## src/rtl/z0_seq_ctrl_pkg.sv

```systemverilog
// z0_seq_ctrl_pkg: opcode constants, state encoding and bus word type for the z0 sequencer
package z0_seq_ctrl_pkg;
    typedef logic [15:0] word_t;
    localparam logic [7:0] OP_NOP   = 8'h00;
    localparam logic [7:0] OP_MOVE  = 8'h01;
    localparam logic [7:0] OP_LOAD  = 8'h02;
    localparam logic [7:0] OP_STORE = 8'h03;
    localparam logic [7:0] OP_HALT  = 8'hFF;
    typedef enum logic [2:0] {S_FETCH, S_DECODE, S_EXEC, S_MEM, S_HALT} state_t;
endpackage

```

## src/rtl/z0_seq_ctrl_if.sv

```systemverilog
// z0_seq_ctrl_if: single-port memory bus with req/ack handshake
interface z0_seq_ctrl_if;
    import z0_seq_ctrl_pkg::*;
    logic  mem_req;
    logic  mem_we;
    word_t mem_addr;
    word_t mem_wdata;
    word_t mem_rdata;
    logic  mem_ack;
    modport master (output mem_req, mem_we, mem_addr, mem_wdata, input mem_rdata, mem_ack);
    modport slave (input mem_req, mem_we, mem_addr, mem_wdata, output mem_rdata, mem_ack);
endinterface

```

## src/rtl/z0_seq_ctrl.sv

```systemverilog
// z0_seq_ctrl: fetch/decode/execute sequencer owning PC, IR and the memory bus
module z0_seq_ctrl
    import z0_seq_ctrl_pkg::*;
#(
    parameter word_t RESET_PC    = 16'h0000,
    parameter int    ACK_TIMEOUT = 255
) (
    input  logic  clk,
    input  logic  rst,
    z0_seq_ctrl_if.master bus,
    input  word_t mar,
    input  word_t mdr,
    output word_t ir,
    output logic  exec_en,
    output logic  mdr_load,
    output word_t mdr_load_data,
    output word_t pc,
    output logic  halted,
    output logic  illegal,
    output logic  bus_err
);
    localparam word_t TO = word_t'(ACK_TIMEOUT);

    state_t state, state_n;
    word_t  cnt, cnt_n, pc_n, ir_n, addr_n, wdata_n, ld_n;
    logic   req_n, we_n, exec_n, mdr_load_n, halted_n, illegal_n, bus_err_n;
    logic   wait_ack, timeout;

    assign wait_ack = bus.mem_req && !bus.mem_ack;
    assign timeout  = (ACK_TIMEOUT != 0) && wait_ack && (cnt + 16'd1 == TO);

    // Next state and next register values; DECODE and EXEC pre-raise the fetch request so NOP/MOVE avoid a dead cycle
    always_comb begin
        state_n    = state;
        cnt_n      = cnt;
        pc_n       = pc;
        ir_n       = ir;
        req_n      = bus.mem_req;
        we_n       = bus.mem_we;
        addr_n     = bus.mem_addr;
        wdata_n    = bus.mem_wdata;
        ld_n       = mdr_load_data;
        exec_n     = 1'b0;
        mdr_load_n = 1'b0;
        halted_n   = halted;
        illegal_n  = illegal;
        bus_err_n  = bus_err;
        case (state)
            S_FETCH: begin
                if (!bus.mem_req) begin
                    req_n  = 1'b1;
                    we_n   = 1'b0;
                    addr_n = pc;
                end else if (bus.mem_ack) begin
                    ir_n    = bus.mem_rdata;
                    pc_n    = pc + 16'd1;
                    req_n   = 1'b0;
                    state_n = S_DECODE;
                end
            end
            S_DECODE: begin
                state_n = S_FETCH;
                req_n   = 1'b1;
                we_n    = 1'b0;
                addr_n  = pc;
                cnt_n   = '0;
                case (ir[15:8])
                    OP_MOVE: begin
                        req_n   = 1'b0;
                        exec_n  = 1'b1;
                        state_n = S_EXEC;
                    end
                    OP_LOAD: begin
                        addr_n  = mar;
                        state_n = S_MEM;
                    end
                    OP_STORE: begin
                        addr_n  = mar;
                        wdata_n = mdr;
                        we_n    = 1'b1;
                        state_n = S_MEM;
                    end
                    OP_HALT: begin
                        req_n    = 1'b0;
                        halted_n = 1'b1;
                        state_n  = S_HALT;
                    end
                    OP_NOP: ;
                    default: illegal_n = 1'b1;
                endcase
            end
            S_EXEC: begin
                req_n   = 1'b1;
                we_n    = 1'b0;
                addr_n  = pc;
                cnt_n   = '0;
                state_n = S_FETCH;
            end
            S_MEM: begin
                if (bus.mem_ack) begin
                    req_n      = 1'b0;
                    mdr_load_n = !bus.mem_we;
                    ld_n       = bus.mem_we ? mdr_load_data : bus.mem_rdata;
                    cnt_n      = '0;
                    state_n    = S_FETCH;
                end
            end
            default: ;
        endcase
        if (wait_ack) cnt_n = cnt + 16'd1;
        if (timeout) begin
            req_n     = 1'b0;
            bus_err_n = 1'b1;
            halted_n  = 1'b1;
            state_n   = S_HALT;
        end
    end

    // State and output registers
    always_ff @(posedge clk) begin
        if (rst) begin
            state         <= S_FETCH;
            cnt           <= '0;
            pc            <= RESET_PC;
            ir            <= '0;
            bus.mem_req   <= 1'b0;
            bus.mem_we    <= 1'b0;
            bus.mem_addr  <= '0;
            bus.mem_wdata <= '0;
            mdr_load_data <= '0;
            exec_en       <= 1'b0;
            mdr_load      <= 1'b0;
            halted        <= 1'b0;
            illegal       <= 1'b0;
            bus_err       <= 1'b0;
        end else begin
            state         <= state_n;
            cnt           <= cnt_n;
            pc            <= pc_n;
            ir            <= ir_n;
            bus.mem_req   <= req_n;
            bus.mem_we    <= we_n;
            bus.mem_addr  <= addr_n;
            bus.mem_wdata <= wdata_n;
            mdr_load_data <= ld_n;
            exec_en       <= exec_n;
            mdr_load      <= mdr_load_n;
            halted        <= halted_n;
            illegal       <= illegal_n;
            bus_err       <= bus_err_n;
        end
    end
endmodule

```

## src/flat_wrapper.sv

```systemverilog
// flat-port wrapper written by rule: the top's interface ports become plain ports
module z0_seq_ctrl_flat import z0_seq_ctrl_pkg::*;
#(
    parameter word_t RESET_PC    = 16'h0000,
    parameter int    ACK_TIMEOUT = 255
)
  (clk, rst, mar, mdr, ir, exec_en, mdr_load, mdr_load_data, pc, halted, illegal, bus_err, bus_mem_req, bus_mem_we, bus_mem_addr, bus_mem_wdata, bus_mem_rdata, bus_mem_ack);
  z0_seq_ctrl_if bus_i ();
  input  logic clk;
  input  logic rst;
  input  word_t mar;
  input  word_t mdr;
  output word_t ir;
  output logic exec_en;
  output logic mdr_load;
  output word_t mdr_load_data;
  output word_t pc;
  output logic halted;
  output logic illegal;
  output logic bus_err;
  output wire logic [$bits(bus_i.mem_req)-1:0] bus_mem_req;
  output wire logic [$bits(bus_i.mem_we)-1:0] bus_mem_we;
  output wire logic [$bits(bus_i.mem_addr)-1:0] bus_mem_addr;
  output wire logic [$bits(bus_i.mem_wdata)-1:0] bus_mem_wdata;
  input wire logic [$bits(bus_i.mem_rdata)-1:0] bus_mem_rdata;
  input wire logic [$bits(bus_i.mem_ack)-1:0] bus_mem_ack;
  assign bus_mem_req = bus_i.mem_req;
  assign bus_mem_we = bus_i.mem_we;
  assign bus_mem_addr = bus_i.mem_addr;
  assign bus_mem_wdata = bus_i.mem_wdata;
  assign bus_i.mem_rdata = bus_mem_rdata;
  assign bus_i.mem_ack = bus_mem_ack;
  z0_seq_ctrl #(.RESET_PC(RESET_PC), .ACK_TIMEOUT(ACK_TIMEOUT)) u_core (.clk(clk), .rst(rst), .bus(bus_i), .mar(mar), .mdr(mdr), .ir(ir), .exec_en(exec_en), .mdr_load(mdr_load), .mdr_load_data(mdr_load_data), .pc(pc), .halted(halted), .illegal(illegal), .bus_err(bus_err));
endmodule
```

## config.mk

```make
export PLATFORM = sky130hd
export DESIGN_NAME = z0_seq_ctrl_flat
export DESIGN_NICKNAME = d
export VERILOG_FILES = /design/src/rtl/z0_seq_ctrl_pkg.sv /design/src/rtl/z0_seq_ctrl_if.sv /design/src/rtl/z0_seq_ctrl.sv /design/src/flat_wrapper.sv
export SDC_FILE = /design/constraint.sdc
export NUM_CORES = 1
export LEC_CHECK = 0
export CAP_MARGIN = 30
export CORE_MARGIN = 1.5
export CORE_UTILIZATION = 50
export CTS_BUF_LIST = sky130_fd_sc_hd__clkbuf_4 sky130_fd_sc_hd__clkbuf_8
export DETAILED_ROUTE_END_ITERATION = 10
export GPL_TIMING_DRIVEN = 1
export PLACE_DENSITY = 0.82
export SYNTH_ARGS = -nofsm -noshare
export SYNTH_HDL_FRONTEND = slang
export SYNTH_SLANG_ARGS = --single-unit
```

## constraint.sdc

```tcl
create_clock -name clk -period 5.4 [get_ports clk]
set_input_delay 1.08 -clock clk [delete_from_list [all_inputs] [get_ports clk]]
set_output_delay 1.08 -clock clk [all_outputs]
set_load 0.02 [all_outputs]
```

=== Word-level counts from Yosys, hierarchy flattened ===
Index checks and enable logic that the tools add are counted.

* Logic and storage cells: 91
* Bits of input ports: 51
* Register bits: 106

* Bitwise operators: 5
* Reductions and logical operators: 29
* Mux-type cells: 24
* Eq/ne operators: 16
* $add $sub $neg: 2

{| class="wikitable"
|+ Operator list
! operator !! count
|-
| two-way mux 16 bit || 4
|-
| one-hot mux 16 bit (3 select lines) || 1
|-
| adder 16 x 1 -> 16 bit, second input constant || 2
|-
| one-hot mux 16 bit (2 select lines) || 1
|-
| == test 16 x 8 -> 1 bit, second input constant || 1
|-
| == test 8 x 2 -> 1 bit, second input constant || 2
|-
| two-way mux 3 bit || 4
|-
| one-hot mux 3 bit (4 select lines) || 1
|-
| AND reduction 2 bit || 6
|-
| two-way mux 1 bit || 10
|-
| OR reduction 2 bit || 5
|-
| != test 3 x 2 -> 1 bit, second input constant || 3
|-
| one-hot mux 3 bit (3 select lines) || 1
|-
| == test 8 x 1 -> 1 bit, second input constant || 1
|-
| == test 8 bit, second input constant || 1
|-
| logical NOT 8 bit || 1
|-
| AND reduction 4 bit || 2
|-
| == test 3 x 2 -> 1 bit, second input constant || 2
|-
| != test 2 bit, second input constant || 3
|-
| AND reduction 3 bit || 2
|-
| nonzero test 3 bit || 2
|-
| inverter 1 bit || 5
|-
| nonzero test 5 bit || 1
|-
| OR reduction 5 bit || 1
|-
| 11 further kinds || 14
|}

=== Depth between registers and ports, before layout ===
Gate-level depths: netlist of the first run.

* Depth after elaboration: 5
* Mapped depth: 9

=== Worst setup path after synthesis of the first run ===
OpenSTA, ideal clock, no wires.

* Path kind: input -> register
* From: input bus_mem_ack
* To: register u_core.pc[15]
* Library setup time: 128 ps
* Path slack: 3246 ps
* Arrival time: 2026 ps
* Buffers on the path: 0
* Stages on the path: 5
* Cell sequence: nor2b_1 -> nand4_1 -> nor4b_1 -> xnor2_1 -> nor2_1

* Longest elaborated chain between the ends: 1

{| class="wikitable"
|+ RTL lines
! item !! line !! source
|-
| from (decl) || flat_wrapper.sv:26 || <nowiki>input wire logic [$bits(bus_i.mem_ack)-1:0] bus_mem_ack;</nowiki>
|-
| AND reduction 3 bit (no line) || n/a ||
|-
| to (signal assigned) || z0_seq_ctrl.sv:139 || <nowiki>pc <= pc_n;</nowiki>
|-
| to (decl) || z0_seq_ctrl.sv:17 || <nowiki>output word_t pc,</nowiki>
|}

Every way passes these cells.
A chain may end at the register's enable or synchronous reset.

=== Worst setup path in the final report of the first run ===
* From: input bus_mem_ack
* To: register u_core.halted

* Longest elaborated chain between the ends: 5

{| class="wikitable"
|+ RTL lines
! item !! line !! source
|-
| logical NOT 1 bit * || z0_seq_ctrl.sv:29 || <nowiki>assign wait_ack = bus.mem_req && !bus.mem_ack;</nowiki>
|-
| logical AND 1 bit * || z0_seq_ctrl.sv:29 ||
|-
| logical AND 1 bit * || z0_seq_ctrl.sv:30 || <nowiki>assign timeout = (ACK_TIMEOUT != 0) && wait_ack && (cnt + 16'd1 == TO);</nowiki>
|-
| nonzero test 2 bit (no line) || n/a ||
|-
| AND reduction 2 bit (no line) || n/a ||
|-
| to (signal assigned) || z0_seq_ctrl.sv:148 || <nowiki>halted <= halted_n;</nowiki>
|-
| to (decl) || z0_seq_ctrl.sv:18 || <nowiki>output logic halted,</nowiki>
|}

Mark *: on every way between the ends. The rest lies on a longest branch, timed or not.

==> results_dict.tcl, run 1 <==
set metrics [dict create \
    io_buffers 137 \
    synth_xor_area_share_pct 3.393 \
    tritoncts_clock_tree "built" \
    overflow 0 \
    worst_clock_skew_ns 0.009703 \
    clkLatencyLatePin_ns 0.37 \
    routed_via_density 5.611 \
    postSynthAreaPerCell_um2 8.051 \
    timing.final.ws_setup_ns 2.398 \
    place.gp.congestion 0.8269 \
    route.vias.total 4506 \
    final.period_utilization_pct 55.59 \
    maxSlewHeadroom_pct 34.77 \
    h-tree-depth 3 \
    synth-warning-count 0 \
    power.net_switching_uw 381.0 \
    ys_async_sr_fraction_pct 0 \
    antenna_found_initial 0 \
    drt.antenna.violating_nets 0 \
    synth-compound-area-share_pct 17.34 \
    crit_path_category "input pin to flop" \
    die_h_um 99.39 \
    r2r_start "u_core.cnt[0]" \
    reg2reg_slack_ns 2.99 \
    design.final.nets 744 \
    final_setup_violation_count 0 \
    whs_path_depth 2 \
    avgRoutedWirePerCell_um 15.12 \
    critical_path.startpoint_type "input pin" \
    layout.cells.most_common "sky130_fd_sc_hd__clkdlybuf4s50_1" \
    fp.dieW_um 99.39 \
    synth-main-ff-cell "sky130_fd_sc_hd__dfxtp_1" \
    drtIter0Drc 155 \
    min_delay_worst_endpoint "u_core.mdr_load_data[2]" \
    final_cell_mix "136 x sky130_fd_sc_hd__clkdlybuf4s50_1, 114 x sky130_fd_sc_hd__nand2_1, 106 x sky130_fd_sc_hd__dfxtp_1" \
    max_slew.worst_pin.slew_ns 0.9731 \
    status "completed" \
    synth-seq-area-share_pct 45.68 \
    wl_um 12140 \
    rsz_0062_raised_after_global_routing "no" \
    num-fill-cells 697 \
    worst-path-max-fanout 12 \
    grt_usage_pct 24.86 \
    layout_min_cycle_time_ns 3.002 \
    power.combinational.fraction_pct 12.1 \
    cts_root_buffer "sky130_fd_sc_hd__clkbuf_8" \
    switching_share_of_total_power_pct 25.57 \
    cts_max_path_buffers 2 \
    global_route_wire_length_before_repair_um 20020 \
    synthesis.instances 577 \
    wl_met2_um 5631 \
    cp.arrival_ns 3.26 \
    placementRows 34 \
    intPower_uw 1109 \
    initial_core_util_pct 52.50 \
    firstDrtPassIters 4 \
    dr_wl_met3_um 1056 \
    syn2layout_area_growth_pct 34.88 \
    io-pin-count 138 \
    finalHoldViolations 0 \
    synth.distinct_cells 55 \
    cts-resized-gates 0 \
    area_of_combinational_cells_with_multiple_inputs_um2 2345 \
    die_area_um2 9878 \
    vdd.ir_drop.worst_v 0.0001477 \
    register_area_um2 2122 \
    worst_r2r_endpoint "u_core.halted" \
    design_power_total_uw 1490 \
    synth_mux_area_share_pct 3.663 \
    fmax_mhz 333.1 \
    hpwlAfterDp_um 8770 \
    critPathRequiredTime_ns 5.66 \
    post-place-ws_ns 1.990 \
    core_region_area_um2 8848 \
    cts_setup_buffers 0 \
    synth_top_family_by_area "simple AND/OR/NAND/NOR gates" \
    power_density_nw_per_um2 237.8 \
    topRoutingLayerUsed "met4" \
    yosys.area_share.adder_pct 0.8080 \
    post_route_setup_tns_ns 0 \
    cp-end-kind "flop" \
    tritoncts.num_buffers 9 \
    worst_min_delay_path_class "flop to flop" \
    synth_seq_cells 106 \
    post_synthesis_simple_gate_area_fraction_pct 24.89 \
    grt_max_degree 71 \
    static-leakage-power_uw 0.002178 \
    cts.sinks 106 \
    clock_pin_slew_reported_for_the_worst_setup_and_hold_paths_after_clock_tree_synthesis_ns 0.10 \
    drc_errors 0 \
    slew_violations 0 \
    hold_start "u_core.mdr_load_data[2]" \
    antenna_cells 0 \
    seqPwrFrac_pct 54.7 \
    first_global_vias 4228 \
    r2r_cells 6 \
    synth-edff-count 0 \
    m1WireLength_um 5182 \
    netlist_area_pre_place_um2 4646 \
    cap_violations 0 \
    layout-drive-gt1-share_pct 4.317 \
    postCtsHoldBufs 0 \
    synthesis.nets 631 \
    power_frac_clock_pct 33.2 \
]
==> logic make-up after synthesis <==
group | Yosys count
simple gates | 251
buf+inv | 49
mux | 17
xor+xnor | 18
fa+ha+maj | 3
compound gates | 133
flops | 106
==> per-layer routing <==
metal  track usage [%]  vias up
li1                  -     2235
met5                 0        -
met4             9.209        0
met2             39.88      139
met3             8.292       21
met1             31.23     2111
==> worst max path at each step <==
stage                endpoint  cells after the start         from
2_1_floorplan   u_core.pc[15]                      5  bus_mem_ack
3_3_place_gp     u_core.pc[4]                      6  bus_mem_ack
3_5_place_dp   u_core.bus_err                      6  bus_mem_ack
4_1_cts         u_core.halted                      6  bus_mem_ack
5_1_grt        u_core.cnt[13]                      6  bus_mem_ack
6_report        u_core.halted                      6  bus_mem_ack
==> Yosys cell counts (2+ instances only) <==
library cell	number	share of area, %
sky130_fd_sc_hd__a311oi_1	3	0.57
sky130_fd_sc_hd__mux2i_1	17	3.7
sky130_fd_sc_hd__o21bai_1	2	0.32
sky130_fd_sc_hd__or4_1	2	0.32
sky130_fd_sc_hd__inv_1	10	0.81
sky130_fd_sc_hd__nor3_1	10	1.1
sky130_fd_sc_hd__and4_1	2	0.38
sky130_fd_sc_hd__nand3_1	11	1.2
sky130_fd_sc_hd__and3_1	2	0.27
sky130_fd_sc_hd__nor2_1	61	4.9
sky130_fd_sc_hd__nand4_1	13	1.8
sky130_fd_sc_hd__xor2_1	5	0.94
sky130_fd_sc_hd__nand3b_1	2	0.32
sky130_fd_sc_hd__buf_2	10	1.1
sky130_fd_sc_hd__o41ai_1	3	0.57
sky130_fd_sc_hd__ha_1	3	0.81
sky130_fd_sc_hd__or3_1	4	0.54
sky130_fd_sc_hd__dfxtp_1	106	46
sky130_fd_sc_hd__nor2b_1	2	0.27
sky130_fd_sc_hd__o21ai_0	13	1.4
sky130_fd_sc_hd__a21oi_1	73	7.9
sky130_fd_sc_hd__and2_1	2	0.27
sky130_fd_sc_hd__nand2_1	114	9.2
sky130_fd_sc_hd__a31oi_1	4	0.54
sky130_fd_sc_hd__nand2b_1	4	0.54
sky130_fd_sc_hd__xnor2_1	13	2.5
sky130_fd_sc_hd__a211oi_1	22	3.6
sky130_fd_sc_hd__clkbuf_1	29	2.3
sky130_fd_sc_hd__nor4_1	9	1.2
==> power groups by stage <==
stage | combinational [uW] | sequential, uW | clock, uW
after global routing | 197 | 818 | 533
after global placement | 170 | 832 | 0
after detailed placement | 180 | 833 | 0
after CTS | 181 | 815 | 503
final | 181 | 815 | 494
after floorplan | 67.4 | 850 | 0
==> final cells by class <==
| class | instances | area share [%] |
|---|---|---|
| multi-input cells | 422 | 37.42 |
| flip-flops and latches | 106 | 33.87 |
| repair buffers | 141 | 22.82 |
| well taps | 108 | 2.157 |
| clock buffers | 10 | 2.097 |
| clock inverters | 6 | 1.038 |
| inverters | 10 | 0.5990 |
==> through the flow <==
| step | utilization [%] | hold WS (ns) | instance area [um^2] | std cells |
|---|---|---|---|---|
| floorplan | - | 0.4776 | 4646 | 577 |
| global placement | 67.99 | 0.4407 | 6016 | 784 |
| detailed placement | 68.59 | 0.4461 | 6070 | 787 |
| CTS | 70.81 | 0.4601 | 6266 | 803 |
| global route | 70.81 | 0.4755 | 6266 | 803 |
| finish | 70.81 | 0.4582 | 6266 | 803 |
==> registers in the layout (all words and copies together), names as in the netlist <==
signal,cells
u_core.mdr_load,1
u_core.exec_en,1
u_core.cnt,16
u_core.bus_err,1
u_core.ir,16
u_core.bus.mem_we,1
u_core.illegal,1
u_core.bus.mem_req,1
u_core.halted,1
u_core.bus.mem_wdata,16
u_core.bus.mem_addr,16
u_core.state,3
u_core.pc,16
u_core.mdr_load_data,16
==> critical path: stages <==
cell	delay [ns]
sky130_fd_sc_hd__clkdlybuf4s50_1	0.51
sky130_fd_sc_hd__nor2b_1	0.66
sky130_fd_sc_hd__nand3_1	0.19
sky130_fd_sc_hd__a221oi_2	0.27
sky130_fd_sc_hd__o2111ai_1	0.24
sky130_fd_sc_hd__o41ai_1	0.31
Power figures use the tool's default switching activity.
==> run 2: changes to the inputs <==
CORE_UTILIZATION = 44   (was 50)
PLACE_DENSITY = 0.76   (was 0.82)
clock period = 2.4 ns   (was 5.4 ns; I/O delays follow)
==> results_dict.tcl, run 2 (same netlist as run 1, synthesis figures left out) <==
set metrics [dict create \
    clkLatencyLatePin_ns 0.36 \
    grt_max_degree 53 \
    final.period_utilization_pct 90.47 \
    drc_errors 0 \
    static-leakage-power_uw 0.002224 \
    worstPathCellList "ha_2 -> nand4_1 -> nor3_2 -> mux2i_1 -> o2111ai_1 -> o41ai_1" \
    cap_violations 0 \
    tritoncts.num_buffers 9 \
    avgRoutedWirePerCell_um 14.67 \
    initial_core_util_pct 45.20 \
    finalHoldViolations 0 \
    power_density_nw_per_um2 517.8 \
    global_route_wire_length_before_repair_um 20370 \
    first_global_vias 4274 \
    core_region_area_um2 10280 \
    final_cell_mix "136 x sky130_fd_sc_hd__clkdlybuf4s50_1, 114 x sky130_fd_sc_hd__nand2_1, 106 x sky130_fd_sc_hd__dfxtp_1" \
    crit_path_category "flop to flop" \
    wl_um 12350 \
    slowest_delay_ns 0.47 \
    grt_usage_pct 22.38 \
    die_area_um2 11180 \
    layout_min_cycle_time_ns 2.171 \
    layoutNonFillerInstCount 842 \
    place.gp.congestion 0.8711 \
    syn2layout_area_growth_pct 37.17 \
    cp.arrival_ns 2.42 \
    worst-path-max-fanout 8 \
    worst_r2r_endpoint "u_core.halted" \
    max_slew.worst_pin.slew_ns 0.6165 \
    r2r_cells 6 \
    final_setup_violation_count 0 \
    cts.sinks 106 \
    launching_instance_or_port_of_the_critical_path "u_core.cnt[1]" \
    worst_min_delay_path_class "flop to flop" \
    rsz_0062_raised_after_global_routing "no" \
    route.vias.total 4477 \
    status "completed" \
    drt.antenna.violating_nets 0 \
    tritoncts_clock_tree "built" \
    slew_violations 0 \
    routed_via_density 5.317 \
    placed_insts 824 \
    antenna_cells 0 \
    cp-endpoint "u_core.halted" \
    antenna_found_initial 0 \
    vdd.ir_drop.worst_v 0.0003041 \
    num-fill-cells 950 \
    firstDrtPassIters 4 \
    postCtsHoldBufs 0 \
    fp.dieW_um 105.8 \
    layout.cells.most_common "sky130_fd_sc_hd__clkdlybuf4s50_1" \
    clock_pin_slew_reported_for_the_worst_setup_and_hold_paths_after_clock_tree_synthesis_ns 0.10 \
    overflow 0 \
    cts_root_buffer "sky130_fd_sc_hd__clkbuf_8" \
    cts_max_path_buffers 2 \
    placementRows 37 \
    worst_path_max_delay_cell "sky130_fd_sc_hd__dfxtp_1" \
    post_route_setup_tns_ns 0 \
    die_h_um 105.8 \
    hpwlAfterDp_um 8709 \
    critical_path.startpoint_type "flop" \
    critPathRequiredTime_ns 2.65 \
    io_buffers 137 \
    cp-end-kind "flop" \
    r2r_start "u_core.cnt[1]" \
    io-pin-count 138 \
    design.final.nets 755 \
    maxSlewHeadroom_pct 58.90 \
    drtIter0Drc 178 \
    reg2reg_slack_ns 0.23 \
    fmax_mhz 460.5 \
    worst_clock_skew_ns 0.01106 \
    layout-drive-gt1-share_pct 6.091 \
    h-tree-depth 3 \
]
run 2: cell count changes in the layout (fill, tap and decap cells not counted), moves of 2 or more:
cell                       before  now
sky130_fd_sc_hd__buf_4          2   15
sky130_fd_sc_hd__clkinv_2       2    0
sky130_fd_sc_hd__clkinv_4       0    4
sky130_fd_sc_hd__inv_6          2    0
run 2: report_power, final:
part	internal (uW)	switching, uW
Clock	434	624
Sequential	1800	35.7
Combinational	199	207
run 2: worst max-delay path: cells and delay by family, from the launching register on:
kind / cells / cell delay (ns)
adder cells (fa/ha/maj): 1 / 0.31
AND/OR/NAND/NOR: 2 / 0.41
flip-flops: 1 / 0.47
AO/OA/AOI/OAI: 2 / 0.58
multiplexers: 1 / 0.30
run 2: worst min-delay path by stage:
| stage | slack (ns) | endpoint | depth (start not counted) | startpoint |
|---|---|---|---|---|
| finish | 0.46 | u_core.mdr_load_data[8] | 2 | u_core.mdr_load_data[8] |
| global route | 0.47 | u_core.bus.mem_wdata[7] | 2 | u_core.bus.mem_wdata[7] |
| CTS | 0.46 | u_core.mdr_load_data[14] | 2 | u_core.mdr_load_data[14] |
| detailed placement | 0.45 | u_core.mdr_load_data[4] | 2 | u_core.mdr_load_data[4] |
| global placement | 0.44 | u_core.bus.mem_wdata[1] | 2 | u_core.bus.mem_wdata[1] |
| floorplan | 0.48 | u_core.cnt[15] | 2 | u_core.cnt[15] |
run 2: cell type report:
type / instances / area (um^2) / share of cell area [%]
multi-input cells: 422 / 2352 / 36.91
flip-flops and latches: 106 / 2122 / 33.30
clock inverters: 5 / 51.30 / 0.8050
inverters: 10 / 37.54 / 0.5890
well taps: 136 / 170.2 / 2.670
repair buffers: 152 / 1494 / 23.44
clock buffers: 11 / 145.1 / 2.278
run 2: routing by layer:
layer  GRT usage (%)  share of wire (%)
met1           28.67                 44
met2           35.67                 46
met3           6.246                8.0
met4           8.687                2.2
met5               0                  0
run 2: metrics by stage:
stage	area, um^2	setup WS (ns)	total power (uW)	utilization, %	hold slack, ns
2_1_floorplan	4646	0.4345	2065	-	0.4776
3_3_place_gp	6153	0.1923	2275	59.87	0.4410
3_5_place_dp	6153	0.08176	2282	59.87	0.4466
4_1_cts	6350	0.1110	3329	61.78	0.4612
5_1_grt	6372	0.02855	3446	62.00	0.4750
6_report	6372	0.2287	3300	62.00	0.4569
run 2: what timing repair did:
action                                  in CTS  in global routing
setup buffers                                0                  2
resized for setup                            0                  2
endpoints found under the setup margin       0                  6
